**src/rtl/csr_pkg.sv**
```systemverilog
// Shared constants, FSM state type and bus type for the CSR encoder slice.
// Optional RP padding in FINISH is enabled by defining CSR_ENC_RP_PAD_EN.
package csr_pkg;

  localparam int unsigned DATA_W   = 32;
  localparam int unsigned SLOTS    = 16;
  localparam int unsigned MAX_COLS = 16;

  typedef enum logic [1:0] {IDLE, LOAD, FINISH, DONE} csr_enc_state_t;

  // Slot 0 sits in the most significant word of the packed bus.
  typedef logic [0:SLOTS-1][DATA_W-1:0] csr_bus_t;

  function automatic logic [DATA_W-1:0] pack_idx(input logic [3:0] idx);
    return {{(DATA_W-4){1'b0}}, idx};
  endfunction

endpackage

```
**src/rtl/csr_slot_writer.sv**
```systemverilog
// One SLOTS-entry register array with indexed write, bulk clear and
// tail padding (every slot at or above pad_from_i takes pad_val_i).
module csr_slot_writer
  import csr_pkg::*;
(
  input  logic              clk_i,
  input  logic              rst_i,
  input  logic              clr_i,
  input  logic              we_i,
  input  logic [3:0]        idx_i,
  input  logic [DATA_W-1:0] data_i,
  input  logic              pad_en_i,
  input  logic [4:0]        pad_from_i,
  input  logic [DATA_W-1:0] pad_val_i,
  output csr_bus_t          bus_o
);

  csr_bus_t slots_q;

  always_ff @(posedge clk_i or posedge rst_i) begin
    if (rst_i) begin
      slots_q <= '0;
    end else if (clr_i) begin
      slots_q <= '0;
    end else begin
      for (int unsigned k = 0; k < SLOTS; k++) begin
        if (we_i && idx_i == 4'(k)) begin
          slots_q[k] <= data_i;
        end else if (pad_en_i && 5'(k) >= pad_from_i) begin
          slots_q[k] <= pad_val_i;
        end
      end
    end
  end

  assign bus_o = slots_q;

endmodule

```
**src/rtl/csr_encoder.sv**
```systemverilog
// Dense row-major stream to CSR (NV/CI/RP) encoder feeding the CSR multiplier.
// Define CSR_ENC_RP_PAD_EN to fill RP slots past the last row with nnz in FINISH.
module csr_encoder
  import csr_pkg::*;
(
  input  logic                    clk_i,
  input  logic                    rst_i,
  input  logic                    start_i,
  input  logic [3:0]              rows_i,
  input  logic [4:0]              cols_i,
  input  logic                    elem_valid_i,
  input  logic [DATA_W-1:0]       elem_i,
  output logic                    elem_ready_o,
  output logic [SLOTS*DATA_W-1:0] NV_o,
  output logic [SLOTS*DATA_W-1:0] CI_o,
  output logic [SLOTS*DATA_W-1:0] RP_o,
  output logic [3:0]              rows_o,
  output logic [4:0]              nnz_o,
  output logic                    busy_o,
  output logic                    done_o,
  output logic                    ovf_o
);

  localparam logic [4:0] SLOTS_N    = 5'(SLOTS);
  localparam logic [4:0] MAX_COLS_N = 5'(MAX_COLS);

  csr_enc_state_t state_q, state_d;

  logic [3:0] rows_q;
  logic [4:0] cols_q;
  logic [3:0] r_q;
  logic [4:0] c_q;
  logic [4:0] nnz_q;
  logic       ovf_q;

  logic       start_acc, dims_bad, accept, last_col, last_elem;
  logic       nz, store, drop, pad_en;
  logic [4:0] nnz_inc;

  csr_bus_t nv_bus, ci_bus, rp_bus;

  assign start_acc = start_i && (state_q == IDLE || state_q == DONE);
  assign dims_bad  = (rows_i == '0) || (cols_i == '0) || (cols_i > MAX_COLS_N);
  assign accept    = elem_valid_i && (state_q == LOAD);
  assign last_col  = (c_q == cols_q - 5'd1);
  assign last_elem = last_col && (r_q == rows_q - 4'd1);
  assign nz        = (elem_i != '0);
  assign store     = accept && nz && (nnz_q < SLOTS_N);
  assign drop      = accept && nz && (nnz_q == SLOTS_N);
  assign nnz_inc   = store ? nnz_q + 5'd1 : nnz_q;

`ifdef CSR_ENC_RP_PAD_EN
  assign pad_en = (state_q == FINISH);
`else
  assign pad_en = 1'b0;
`endif

  always_comb begin
    state_d = state_q;
    unique case (state_q)
      IDLE, DONE: if (start_i) state_d = dims_bad ? FINISH : LOAD;
      LOAD:       if (accept && last_elem) state_d = FINISH;
      FINISH:     state_d = DONE;
      default:    state_d = IDLE;
    endcase
  end

  always_ff @(posedge clk_i or posedge rst_i) begin
    if (rst_i) begin
      state_q <= IDLE;
      rows_q  <= '0;
      cols_q  <= '0;
      r_q     <= '0;
      c_q     <= '0;
      nnz_q   <= '0;
      ovf_q   <= 1'b0;
    end else begin
      state_q <= state_d;
      if (start_acc) begin
        rows_q <= rows_i;
        cols_q <= cols_i;
        r_q    <= '0;
        c_q    <= '0;
        nnz_q  <= '0;
        ovf_q  <= 1'b0;
      end else if (accept) begin
        nnz_q <= nnz_inc;
        if (drop) ovf_q <= 1'b1;
        if (last_col) begin
          c_q <= '0;
          r_q <= r_q + 4'd1;
        end else begin
          c_q <= c_q + 5'd1;
        end
      end
    end
  end

  csr_slot_writer u_nv (
    .clk_i      (clk_i),
    .rst_i      (rst_i),
    .clr_i      (start_acc),
    .we_i       (store),
    .idx_i      (nnz_q[3:0]),
    .data_i     (elem_i),
    .pad_en_i   (1'b0),
    .pad_from_i ('0),
    .pad_val_i  ('0),
    .bus_o      (nv_bus)
  );

  csr_slot_writer u_ci (
    .clk_i      (clk_i),
    .rst_i      (rst_i),
    .clr_i      (start_acc),
    .we_i       (store),
    .idx_i      (nnz_q[3:0]),
    .data_i     (pack_idx(c_q[3:0])),
    .pad_en_i   (1'b0),
    .pad_from_i ('0),
    .pad_val_i  ('0),
    .bus_o      (ci_bus)
  );

  // RP[r+1] takes the count including the element that closes row r.
  csr_slot_writer u_rp (
    .clk_i      (clk_i),
    .rst_i      (rst_i),
    .clr_i      (start_acc),
    .we_i       (accept && last_col),
    .idx_i      (r_q + 4'd1),
    .data_i     ({{(DATA_W-5){1'b0}}, nnz_inc}),
    .pad_en_i   (pad_en),
    .pad_from_i ({1'b0, rows_q} + 5'd1),
    .pad_val_i  ({{(DATA_W-5){1'b0}}, nnz_q}),
    .bus_o      (rp_bus)
  );

  assign NV_o         = nv_bus;
  assign CI_o         = ci_bus;
  assign RP_o         = rp_bus;
  assign rows_o       = rows_q;
  assign nnz_o        = nnz_q;
  assign ovf_o        = ovf_q;
  assign elem_ready_o = (state_q == LOAD);
  assign busy_o       = (state_q == LOAD) || (state_q == FINISH);
  assign done_o       = (state_q == DONE);

endmodule

```
**config.mk**
```make
export PLATFORM = sky130hd
export DESIGN_NAME = csr_encoder
export DESIGN_NICKNAME = d
export VERILOG_FILES = /design/src/rtl/csr_pkg.sv /design/src/rtl/csr_slot_writer.sv /design/src/rtl/csr_encoder.sv
export SDC_FILE = /design/constraint.sdc
export NUM_CORES = 1
export LEC_CHECK = 0
export ABC_AREA = 1
export BUFFER_PORTS_ARGS = -buffer_cell sky130_fd_sc_hd__buf_2
export CELL_PAD_IN_SITES_DETAIL_PLACEMENT = 1
export CELL_PAD_IN_SITES_GLOBAL_PLACEMENT = 1
export CORE_AREA = 2 2 620 622
export CTS_CLUSTER_DIAMETER = 30
export DETAILED_ROUTE_END_ITERATION = 10
export DIE_AREA = 0 0 622 624
export PLACE_DENSITY = 0.42
export SKIP_CTS_REPAIR_TIMING = 1
export SLEW_MARGIN = 15
export SYNTH_ARGS = -nofsm -noshare
export SYNTH_HDL_FRONTEND = slang
export SYNTH_SLANG_ARGS = --single-unit
```
**constraint.sdc**
```tcl
create_clock -name clk_i -period 25.1 [get_ports clk_i]
set_input_delay 7.53 -clock clk_i [delete_from_list [all_inputs] [get_ports clk_i]]
set_output_delay 7.53 -clock clk_i [all_outputs]
set_load 0.01 [all_outputs]
```
==> reports/results.tsv <==
stage	metric	value	unit
grt	first-pass GRT wire length	269	mm
grt	pin count of the biggest net entering global routing	163	
timing	slew margin rel.	26.5	%
worst_hold_path	min-delay worst type	flop to flop	
worst_setup_path	WP data required	25.78	ns
synthesis	Synth Area in Adders	0.519	%
pwr	worst vdd ir	0.0563	mV
synthesis	number of synthesized flops with an enable pin	0	
clock_network	CTS tree	done	
floorplan	IO Pins	1594	
cells_and_area	most frequent cells in the layout	1,234 x nand3_1, 880 x conb_1, 840 x nand2_1	
cells_and_area	Nets	5039	
synthesis	post-synthesis xor/xnor area fraction	0.218	%
placed_design	GPL Wtd Cong	0.737	
grt	vias in the first global route	31471	
routing	Antenna Nets Post-Route	0	
synthesis	Synth Area in Compound Gates	0.346	%
timing	fmax	94.6	MHz
synthesis	#FFs+latches synth	682	
synthesis	Yosys cell types	26	
routing	DRC viols	0	
floorplan	Die Span Y	624	um
routing	vias per cell	3.03	
synthesis	largest family of logic cells by synthesized area	simple AND/OR/NAND/NOR gates	
worst_setup_path	startpoint types	primary input	
floorplan	Die Wd	622	um
synthesis	Synth Flop Type	dfrtp_1	
flow_run	MaxCap Viol Count	0	
routing	DRT Wirelength	201	mm
timing	post-layout min period	10.57	ns
grt	Overflow after GRT	0	
synthesis	Mapped Area	0.0362	mm2
clock_network	worst-case clock buffer depth	4	
synthesis	synthesized instance count	4255	
floorplan	Die Footprint	0.388	mm2
pwr	static leakage	27.4	nW
synthesis	Post-Synth Simple-Gate Area	28.4	%
floorplan	Site Rows	227	
worst_setup_path	Reg2Reg Depth	11	
synthesis	async set or reset register ratio after synthesis	100	%
timing	fin. max-slew vios	0	
routing	first drt pass iteration count	5	
worst_hold_path	hold path cells	2	
worst_setup_path	Setup crit end kind	flop	
cells_and_area	Finished Layout Cells	10205	
worst_setup_path	critical path type	primary input to flop	
routing	Avg WL per Cell	19.7	um
floorplan	Core Area	0.381	mm2
pwr	power per cell area	104	mW/mm2
synthesis	Synth Warn #	0	
synthesis	Syn Area/Cell	8.50	um2
routing	drt first-iter violations	1961	
cells_and_area	fraction of layout cells with a size suffix above 1	24.1	%
clock_network	H-tree Lvls	4	
timing	Hold Violations, Final	0	
cells_and_area	leading cell type in the layout, fill and taps excluded	nand3_1	
clock_network	Num CTS Buffers	219	
routing	via count	30882	
synthesis	sequential cell area fraction in the yosys report	47.2	%
clock_network	CTS Sinks	682	
timing	clk_skew	0.115	ns
cells_and_area	Area growth, synth to finish	38.1	%
synthesis	post-synthesis mux area share	0	%
worst_setup_path	Max FO, Critical Path	152	
floorplan	Starting Density	9.49	%
placed_design	Post-DP HPWL	136	mm
clock_network	clk slew on worst S/H paths	0.04	ns
worst_setup_path	Critical Path AT	11.25	ns
grt	initial antenna violation count	31	
timing	RSZ-0062 raised after global routing	no	
outcome	status	finished clean	
grt	Tot GR Track Use	9.85	%
placed_design	Placed Cells	9795	
timing	actual slew at the worst max-slew pin	1.10	ns
clock_network	clock root buffer	clkbuf_16	
placed_design	I/O Buffers	713	
cells_and_area	fillcell total	45585	
timing	final setup violation count	0	
timing	period utilisation layout	42.1	%
clock_network	Clock Latency Late Sink	0.90	ns
timing	setup_tns	0	ns
[metal layers]
| layer | vias to the layer above | track usage (%) | part of all wire [%] |
|---|---|---|---|
| li1 | 13681 | - | - |
| met5 | - | 0 | 0 |
| met2 | 1297 | 17.6 | 51 |
| met1 | 15653 | 11.9 | 40 |
| met4 | 0 | 2.97 | 2.7 |
| met3 | 251 | 1.79 | 6.3 |
[stage by stage]
step	setup WS [ns]	total power, W	utilization, %	hold WS [ns]	area (um2)
global route	14.05	0.00546	13.1	0.493	49900
global placement	13.42	0.00249	11.1	0.465	42300
detailed placement	13.34	0.00250	11.1	0.464	42400
floorplan	8.24	0.00190	-	0.453	39500
finish	14.53	0.00522	13.1	0.473	49900
CTS	14.25	0.00535	13.1	0.476	49900
[synthesized netlist by cell type (2+ instances only)]
cell type	number	area [um2]
nand4_1	44	275
o21ai_0	16	80.1
buf_6	13	146
or2_2	2	12.5
clkbuf_1	162	608
nand2_4	17	191
inv_1	108	405
nand2_2	8	50.1
dfrtp_1	682	17100
buf_2	27	135
buf_4	930	6980
nand2_1	841	3160
xor2_1	7	61.3
inv_2	3	11.3
xnor2_1	2	17.5
ha_1	15	188
buf_1	39	146
nor2_2	14	87.6
nand3_1	1234	6180
nor2_1	77	289
a21oi_1	9	45.0
[power breakdown]
part | switching, W | internal, W | total [W]
Clock | 0.000827 | 0.00197 | 0.00279
Combinational | 0.00102 | 0.000174 | 0.00120
Sequential | 0.0000575 | 0.00117 | 0.00123
Total | 0.00191 | 0.00331 | 0.00522
[kinds of logic after synthesis]
group           Yosys count
compound gates           25
xor+xnor                  9
fa+ha+maj                15
buf+inv                1284
flops                   682
other cells               1
simple gates           2239
[area by class of cell]
class	count	area [um2]	area share [%]
Sequential cell	682	17100	34.2
Multi-Input combinational cell	3168	14300	28.7
Clock buffer	315	6400	12.8
Tap cell	5038	6300	12.6
Timing Repair Buffer	795	4240	8.49
Clock inverter	84	1140	2.28
Inverter	113	447	0.894
Antenna cell	10	25.0	0.0501
[registers in the layout, indices dropped and copies added, names as in the netlist]
register,flops
cols_q,5
c_q,5
nnz_o,5
u_nv.bus_o,512
rows_o,4
r_q,4
state_q,2
u_rp.bus_o,80
u_ci.bus_o,64
ovf_o,1
[critical path: stages]
cell and delay (ns):
buf_2 0.20, nor2_1 0.09, nand4_1 0.09, nor2_1 0.08
nand2_4 0.23, nand3_4 0.23, inv_16 0.38, buf_12 0.41
buf_4 0.77, nand2_4 0.59, nand3_1 0.22, nand2_1 0.08
[worst paths after layout]
check | startpoint | end | slack, ns
max in group asynchronous | rst_i | u_nv.bus_o[18] | 14.56
hold / removal | u_rp.bus_o[3] | u_rp.bus_o[3] | 0.47
setup reg to reg | state_q[1] | u_nv.bus_o[67] | 20.86
setup / recovery | elem_i[31] | u_nv.bus_o[67] | 14.53
min in group asynchronous | rst_i | u_nv.bus_o[233] | 6.77
hold reg to reg | u_rp.bus_o[3] | u_rp.bus_o[3] | 0.47
No activity file was read; power rests on OpenSTA's default activity.
